==> src/rtl/bin2bcd_seq.sv <==
// Iterative double-dabble binary-to-BCD converter, one input bit per clock.
// Optional macro BIN2BCD_BLANK_LEADING_EN blanks leading zero digits with 4'hA.
module bin2bcd_seq #(
  parameter int BIN_W  = 27,
  parameter int DIGITS = 8
) (
  input  logic                  clk,
  input  logic                  reset,
  input  logic [BIN_W-1:0]      bin_in,
  input  logic                  in_valid,
  output logic                  in_ready,
  output logic [4*DIGITS-1:0]   bcd_out,
  output logic                  done,
  output logic                  overflow
);

  localparam int BCD_W = 4 * DIGITS;
  localparam int CNT_W = $clog2(BIN_W + 1);

  localparam logic [1:0] S_IDLE   = 2'd0;
  localparam logic [1:0] S_SHIFT  = 2'd1;
  localparam logic [1:0] S_FINISH = 2'd2;

  function automatic logic [63:0] pow10(input int unsigned n);
    logic [63:0] r;
    r = 64'd1;
    for (int unsigned i = 0; i < n; i++) r = r * 64'd10;
    return r;
  endfunction

  localparam logic [63:0] LIMIT = pow10(DIGITS);

`ifdef BIN2BCD_BLANK_LEADING_EN
  localparam logic [BCD_W-1:0] BCD_RESET = {{(DIGITS-1){4'hA}}, 4'h0};
`else
  localparam logic [BCD_W-1:0] BCD_RESET = '0;
`endif

  logic [1:0]             state;
  logic [CNT_W-1:0]       cnt;
  logic [BIN_W-1:0]       sh;
  logic [BCD_W-1:0]       acc;
  logic                   ovf_pending;
  logic [BCD_W-1:0]       adj;
  logic [BCD_W+BIN_W-1:0] shifted;
  logic [BCD_W-1:0]       final_bcd;

  assign in_ready = (state == S_IDLE);

  always_comb begin
    adj = acc;
    for (int unsigned i = 0; i < DIGITS; i++) begin
      if (acc[4*i +: 4] >= 4'd5) adj[4*i +: 4] = acc[4*i +: 4] + 4'd3;
    end
  end

  // Carry out of the top digit falls off here; overflow saturation covers it.
  assign shifted = {adj, sh} << 1;

  always_comb begin
    final_bcd = acc;
`ifdef BIN2BCD_BLANK_LEADING_EN
    begin
      logic lead;
      lead = 1'b1;
      for (int unsigned i = DIGITS - 1; i > 0; i--) begin
        if (lead && (acc[4*i +: 4] == 4'h0)) final_bcd[4*i +: 4] = 4'hA;
        else lead = 1'b0;
      end
    end
`endif
  end

  always_ff @(posedge clk) begin
    if (reset) begin
      state       <= S_IDLE;
      cnt         <= '0;
      sh          <= '0;
      acc         <= '0;
      ovf_pending <= 1'b0;
      bcd_out     <= BCD_RESET;
      overflow    <= 1'b0;
      done        <= 1'b0;
    end else begin
      done <= 1'b0;
      case (state)
        S_IDLE: begin
          if (in_valid) begin
            sh          <= bin_in;
            acc         <= '0;
            cnt         <= CNT_W'(BIN_W);
            ovf_pending <= (64'(bin_in) >= LIMIT);
            state       <= S_SHIFT;
          end
        end
        S_SHIFT: begin
          acc <= shifted[BCD_W+BIN_W-1:BIN_W];
          sh  <= shifted[BIN_W-1:0];
          cnt <= cnt - CNT_W'(1);
          if (cnt == CNT_W'(1)) state <= S_FINISH;
        end
        S_FINISH: begin
          bcd_out  <= ovf_pending ? {DIGITS{4'h9}} : final_bcd;
          overflow <= ovf_pending;
          done     <= 1'b1;
          state    <= S_IDLE;
        end
        default: state <= S_IDLE;
      endcase
    end
  end

endmodule
==> config.mk <==
export PLATFORM = sky130hd
export DESIGN_NAME = bin2bcd_seq
export DESIGN_NICKNAME = d
export VERILOG_FILES = /design/src/rtl/bin2bcd_seq.sv
export SDC_FILE = /design/constraint.sdc
export NUM_CORES = 1
export LEC_CHECK = 0
export ABC_AREA = 1
export BUFFER_PORTS_ARGS = -buffer_cell sky130_fd_sc_hd__buf_2
export CORE_ASPECT_RATIO = 1.75
export CORE_MARGIN = 2
export CORE_UTILIZATION = 62
export CTS_CLUSTER_SIZE = 12
export DETAILED_ROUTE_END_ITERATION = 12
export PLACE_DENSITY = 0.87
export SETUP_SLACK_MARGIN = 0.3
export SKIP_CTS_REPAIR_TIMING = 1
export SLEW_MARGIN = 30
export SYNTH_ARGS = -nofsm -noshare
export SYNTH_HDL_FRONTEND = slang
export SYNTH_SLANG_ARGS = --single-unit
==> constraint.sdc <==
create_clock -name clk -period 3.9 [get_ports clk]
set_clock_uncertainty 0.2 [all_clocks]
set_input_delay 0.195 -clock clk [delete_from_list [all_inputs] [get_ports clk]]
set_output_delay 0.195 -clock clk [all_outputs]
set_load 0.05 [all_outputs]
==> results of run 1 <==
-- layout make-up --
| class | count | area (um^2) | share of cell area |
|---|---|---|---|
| clock inverters | 6 | 110.1 | 0.01963 |
| multi-input cells | 487 | 2316 | 0.4129 |
| inverters | 59 | 221.5 | 0.03948 |
| flip-flops and latches | 101 | 2022 | 0.3605 |
| well taps | 88 | 110.1 | 0.01963 |
| repair buffers | 92 | 590.6 | 0.1053 |
| clock buffers | 10 | 239.0 | 0.04261 |
-- worst register-to-register path, cell delays in order (launching register included) --
cell and delay, ns:
dfxtp_1 0.35, inv_1 0.08, nand2_1 0.36, inv_2 0.11
nor2_4 0.56, buf_4 0.37, nand2_1 0.09, a31oi_1 0.15
-- per-stage QoR --
| step | instances | hold WS [ns] | utilization | setup WS [ns] |
|---|---|---|---|---|
| 2_1_floorplan | 680 | 0.1424 | - | 2.079 |
| 3_3_place_gp | 803 | 0.2468 | 0.6727 | 1.658 |
| 3_5_place_dp | 803 | 0.2507 | 0.6727 | 1.583 |
| 4_1_cts | 819 | -0.08745 | 0.7195 | 1.544 |
| 5_1_grt | 843 | -0.01391 | 0.7517 | 1.312 |
| 6_report | 843 | -0.01677 | 0.7517 | 1.553 |
-- cell families after synthesis --
group           share of synthesized area
xor+xnor                          0.01300
buf+inv                           0.08037
fa+ha+maj                         0.04775
compound gates                     0.1581
simple gates                       0.2722
flops                              0.4286
-- routing by layer --
metal / up-vias / wire length (um) / global-route usage
met3: 33 / 582 / 0.04061
met2: 178 / 6173 / 0.4726
met4: 0 / 315 / 0.1394
met1: 2185 / 4483 / 0.2870
met5: - / 0 / 0
li1: 2316 / - / -
-- where the power goes --
group          internal, uW  total, uW  switching, uW
Combinational          73.9        219            145
Sequential             1060       1090           23.4
Clock                   643       1020            380
-- cell usage in the layout, fill, tap and decap left out, types with 2 or more instances in the layout --
cell           synthesis  routed
o21ai_0               37      37
buf_2                 12      64
a31oi_1               22      22
clkbuf_16              0       9
inv_1                 56      56
nor2_4                 3       3
nor3_1                 7       7
xor2_1                 7       7
a21oi_1               68      68
clkinvlp_4             0       2
nand2_1              236     236
dlygate4sd3_1          0      24
bufinv_16              0       3
a22oi_1                3       3
dfxtp_1              101     101
inv_2                  3       3
ha_1                  18      18
nor2_1                53      53
nand3_1               21      21
buf_4                  5       4
o21a_1                 7       7
-- state kept, by name (all words and copies together), names as in the netlist --
name / count
acc: 32
bcd_out: 32
sh: 27
cnt: 5
state: 2
done: 1
overflow: 1
ovf_pending: 1
-- worst paths after layout --
| kind | from | endpoint | slack (ns) | depth (start not counted) |
|---|---|---|---|---|
| worst min-delay path | bin_in[5] | sh[5] | -0.02 | 3 |
| worst max-delay path | state[1] | sh[18] | 1.55 | 7 |
| worst max register to register | state[1] | sh[18] | 1.55 | 7 |
| worst min register to register | bcd_out[23] | bcd_out[23] | 0.26 | 2 |
==> impl_metrics.tcl, run 1 <==
set metrics [dict create \
    synth.area.top_cells "dfxtp_1, nand2_1, a21oi_1" \
    path_max_fanout 29 \
    synth_most_common_cell "nand2_1" \
    first_iter_violations 492 \
    status "complete, but fails checks" \
    cts_tree "built" \
    synth_area_um2 4717 \
    fin_crit_ns 2.347 \
    violations "hold timing" \
    crit_buf_inv 3 \
    nFillCells 543 \
    fp.dieArea_um2 8349 \
    synthFlopType "dfxtp_1" \
    viasPerCell 5.590 \
    place_hpwl_um 7156 \
    worstPathCellList "inv_1, nand2_1, inv_2, nor2_4, buf_4, nand2_1, a31oi_1" \
    fin_crit_sh 0.6017 \
    rsz0062_at_grt "false" \
    antenna_found_initial 0 \
    dr.pass1.iters 6 \
    yosys.cell_types.count 24 \
    endpoint_kind "flip-flop" \
    grt_max_degree 76 \
    synth_fp_nets 728 \
    synth_top_area_cell "dfxtp_1" \
    finalInstanceArea_um2 5609 \
    grt_pass1_vias 4336 \
    start_util 0.6321 \
    worst_ep_arrival_time_ns 2.41 \
    setup_viol 0 \
    std_cell_rows 42 \
    cts.sinks 101 \
    fin_nets 798 \
    setup_tns_ns 0 \
    io_pins 65 \
    maxSlewHeadroom 0.4891 \
    cts-root-buf "clkbuf_16" \
    track_usage 0.2614 \
    grt_pass1_wl_um 18090 \
    hold_ws_ns -0.01677 \
    avgSynthCellArea_um2 6.937 \
    drcViolationCount 0 \
    antenna_cells 0 \
    clk_pin_slew_ns 0.07 \
    crit_type "flip-flop to flip-flop" \
    async_reset_ff_frac 0 \
    slowest_stage "nor2_4" \
    tightest_slew_ns 0.7663 \
    ir_drop_mv 0.2786 \
    yosysTopAreaCellShare 0.4286 \
    dpl-instance-area_um2 5020 \
    cts_buffer_depth 2 \
    wl_per_cell_um 13.71 \
    hold_viol_final 1 \
    grt_overflow_total 0 \
    maxCapViolCount 0 \
    clk_latency_ns 0.35 \
    synth_edf_count 0 \
    drt_wl_total_um 11550 \
    crit_required_ns 3.97 \
    report.final.slew_viol_count 0 \
    area_growth_pct 18.91 \
    die_height_um 119.4 \
    cp_common_cell "nand2_1" \
    path_delay_family "simple AND/OR/NAND/NOR gates" \
    startpoint_type "flip-flop" \
    max_stage_delay_ns 0.56 \
    p_per_area_nw_per_um2 415.2 \
    ys_ff_latch 101 \
    syn_inst 680 \
    leakage_uw 0.002310 \
    numPortBuffers 64 \
    yosys-top-cells-count "nand2_1, dfxtp_1, a21oi_1" \
    die_w_um 69.94 \
    via_count 4712 \
    hp-class "input pin to flip-flop" \
    power_uw 2329 \
    ant_nets 0 \
    core_area_um2 7462 \
    drive_gt1_frac 0.1219 \
    htreeDepth 3 \
    yosysSeqAreaShare 0.4286 \
    routabilityCongestion 0.8595 \
    fmax_ghz 0.4261 \
    yosysWarnings 0 \
    cts_buffers 9 \
]
(Power assumes the default switching activity.)
==> run 2, diff against run 1 <==
Settings changed: ABC_AREA 1 to 0, CORE_UTILIZATION 62 to 52, PLACE_DENSITY 0.87 to 0.78.
Clock period 3.9 ns to 1.9 ns, I/O delays scaled along.
==> impl_metrics.tcl, run 2 <==
set metrics [dict create \
    r2r_slack_ns 0.30 \
    drive_gt1_frac 0.2352 \
    yosysSeqAreaShare 0.4185 \
    cts.sinks 101 \
    leakage_uw 0.002384 \
    grt_pass1_vias 3988 \
    hold_path_startpoint "bin_in[7]" \
    drcViolationCount 0 \
    routabilityCongestion 0.7843 \
    synth_area_um2 4831 \
    fin_crit_ns 1.601 \
    grt_pass1_wl_um 18250 \
    numPortBuffers 64 \
    synth_most_common_cell "nor2_1" \
    wl_per_cell_um 14.57 \
    yosys-top-cells-count "nor2_1, dfxtp_1, nor3_1" \
    worstRegToRegCells 5 \
    violations "hold timing" \
    ys_ff_latch 101 \
    p_per_area_nw_per_um2 817.5 \
    antenna_found_initial 0 \
    reg_top3 "acc x32, bcd_out x32, sh x27" \
    clk_latency_ns 0.35 \
    syn_inst 592 \
    async_reset_ff_frac 0 \
    worstPathCellList "buf_6, nor3b_4, buf_4, nor3_1, a211oi_1" \
    yosys.cell_types.count 40 \
    rsz0062_at_grt "true" \
    endpoint_kind "flip-flop" \
    die_w_um 76.86 \
    io_pins 65 \
    max_stage_delay_ns 0.39 \
    cts_tree "built" \
    cts-root-buf "clkbuf_16" \
    whs_path_depth 5 \
    final_common_cell "nor2_1" \
    yosysTopAreaCellShare 0.4185 \
    hold_ws_ns -0.04109 \
    synth_top_area_cell "dfxtp_1" \
    slowest_stage "dfxtp_4" \
    maxSlewHeadroom 0.6366 \
    setup_tns_ns 0 \
    ir_drop_mv 0.6561 \
    grt_max_degree 80 \
    die_height_um 131.5 \
    crit_buf_inv 2 \
    hold_viol_final 20 \
    core_area_um2 9036 \
    avgSynthCellArea_um2 8.160 \
    std_cell_rows 46 \
    worstReg2RegStart "state[1]" \
    r2r_end "cnt[1]" \
    via_count 4267 \
    viasPerCell 5.478 \
    min_delay_worst_endpoint "sh[7]" \
    report.final.slew_viol_count 0 \
    htreeDepth 3 \
    fin_crit_sh 0.8425 \
    grt_overflow_total 0 \
    place_hpwl_um 7225 \
    tightest_slew_ns 0.5438 \
    setup_viol 0 \
    synthFlopType "dfxtp_1" \
    cts_buffer_depth 2 \
    drt_wl_total_um 11350 \
    track_usage 0.2194 \
    clk_pin_slew_ns 0.07 \
    cts_buffers 9 \
    area_growth_pct 19.68 \
    first_iter_violations 248 \
    antenna_cells 0 \
    finalInstanceArea_um2 5782 \
    worst_ep_arrival_time_ns 1.66 \
    fin_nets 702 \
    status "complete, but fails checks" \
    dpl-instance-area_um2 5229 \
    fp.dieArea_um2 10110 \
    path_max_fanout 9 \
    synth_fp_nets 640 \
    yosysWarnings 0 \
    synth_edf_count 0 \
    hp-class "input pin to flip-flop" \
    ant_nets 0 \
    path_delay_family "flip-flops" \
    crit_required_ns 1.96 \
    startpoint_type "flip-flop" \
    layout_common_cells "nor2_1, dfxtp_1, nor3_1" \
    synth.area.top_cells "dfxtp_1, nor2_1, nor3_1" \
    crit_type "flip-flop to flip-flop" \
    start_util 0.5346 \
    fmax_ghz 0.6247 \
    dr.pass1.iters 4 \
    maxCapViolCount 0 \
]
run 2: cell count changes after synthesis, sizes merged, moves of 9 or more:
cell | previous run | this run
inv | 59 | 18
a31oi | 22 | 0
a22o | 0 | 23
buf | 18 | 29
nand2 | 237 | 23
o21ai | 37 | 16
nor2 | 57 | 112
nand2b | 0 | 10
nand3b | 0 | 9
nand3 | 21 | 10
nor2b | 0 | 26
nor3 | 7 | 71
run 2: how the worst max path moves through the flow:
stage	startpoint	to	slack, ns	cells past startpoint
4_1_cts	state[1]	acc[26]	0.05	3
2_1_floorplan	state[1]	ovf_pending	0.31	6
6_report	state[1]	cnt[1]	0.30	5
5_1_grt	state[1]	cnt[1]	0.24	5
3_3_place_gp	state[1]	acc[14]	0.15	3
3_5_place_dp	state[1]	acc[26]	0.07	3
run 2: through the flow:
stage                     setup WS, ns    util  total power [uW]  cells
after floorplan                 0.3103       -              2758    592
after global placement          0.1496  0.5786              2881    751
after detailed placement       0.06622  0.5786              2900    751
after CTS                      0.04951  0.6109              4714    767
after global routing            0.2376  0.6399              4913    779
final                           0.2993  0.6399              4726    779
run 2: cell type report:
cell class                      instances  area (um^2)
Fill cell                             765         3254
Multi-Input combinational cell        433         2634
Sequential cell                       101         2043
Timing Repair Buffer                   91        595.6
Clock buffer                           10        229.0
Tap cell                              120        150.1
Inverter                               18        67.56
Clock inverter                          6        62.56
run 2: power by group:
group	internal [uW]	switching, uW	leakage (uW)
Combinational	259	384	0.00141
Sequential	2210	58.7	0.000830
Clock	1020	797	0.000147
run 2: metal layers:
layer,vias up,share of wire,global-route usage
met1,2014,0.41,0.2477
met2,91,0.53,0.3981
met4,0,0.017,0.08788
met3,14,0.041,0.04121
met5,-,0,0
li1,2148,-,-
run 2: worst register-to-register path, stage by stage (launching register included):
cell and delay (ns):
dfxtp_4 0.39, buf_6 0.16, nor3b_4 0.29, buf_4 0.19, nor3_1 0.05, a211oi_1 0.23
run 2: kinds of logic (layout without fill, tap and decap cells):
family	Yosys count	in the layout	synth area share
AND/OR/NAND/NOR	280	281	0.2914
AO/OA/AOI/OAI	111	111	0.1368
flip-flops	101	101	0.4185
buffers and inverters	59	125	0.06293
adder cells (fa/ha/maj)	18	18	0.04662
XOR/XNOR	15	15	0.02720
multiplexers	8	8	0.01658
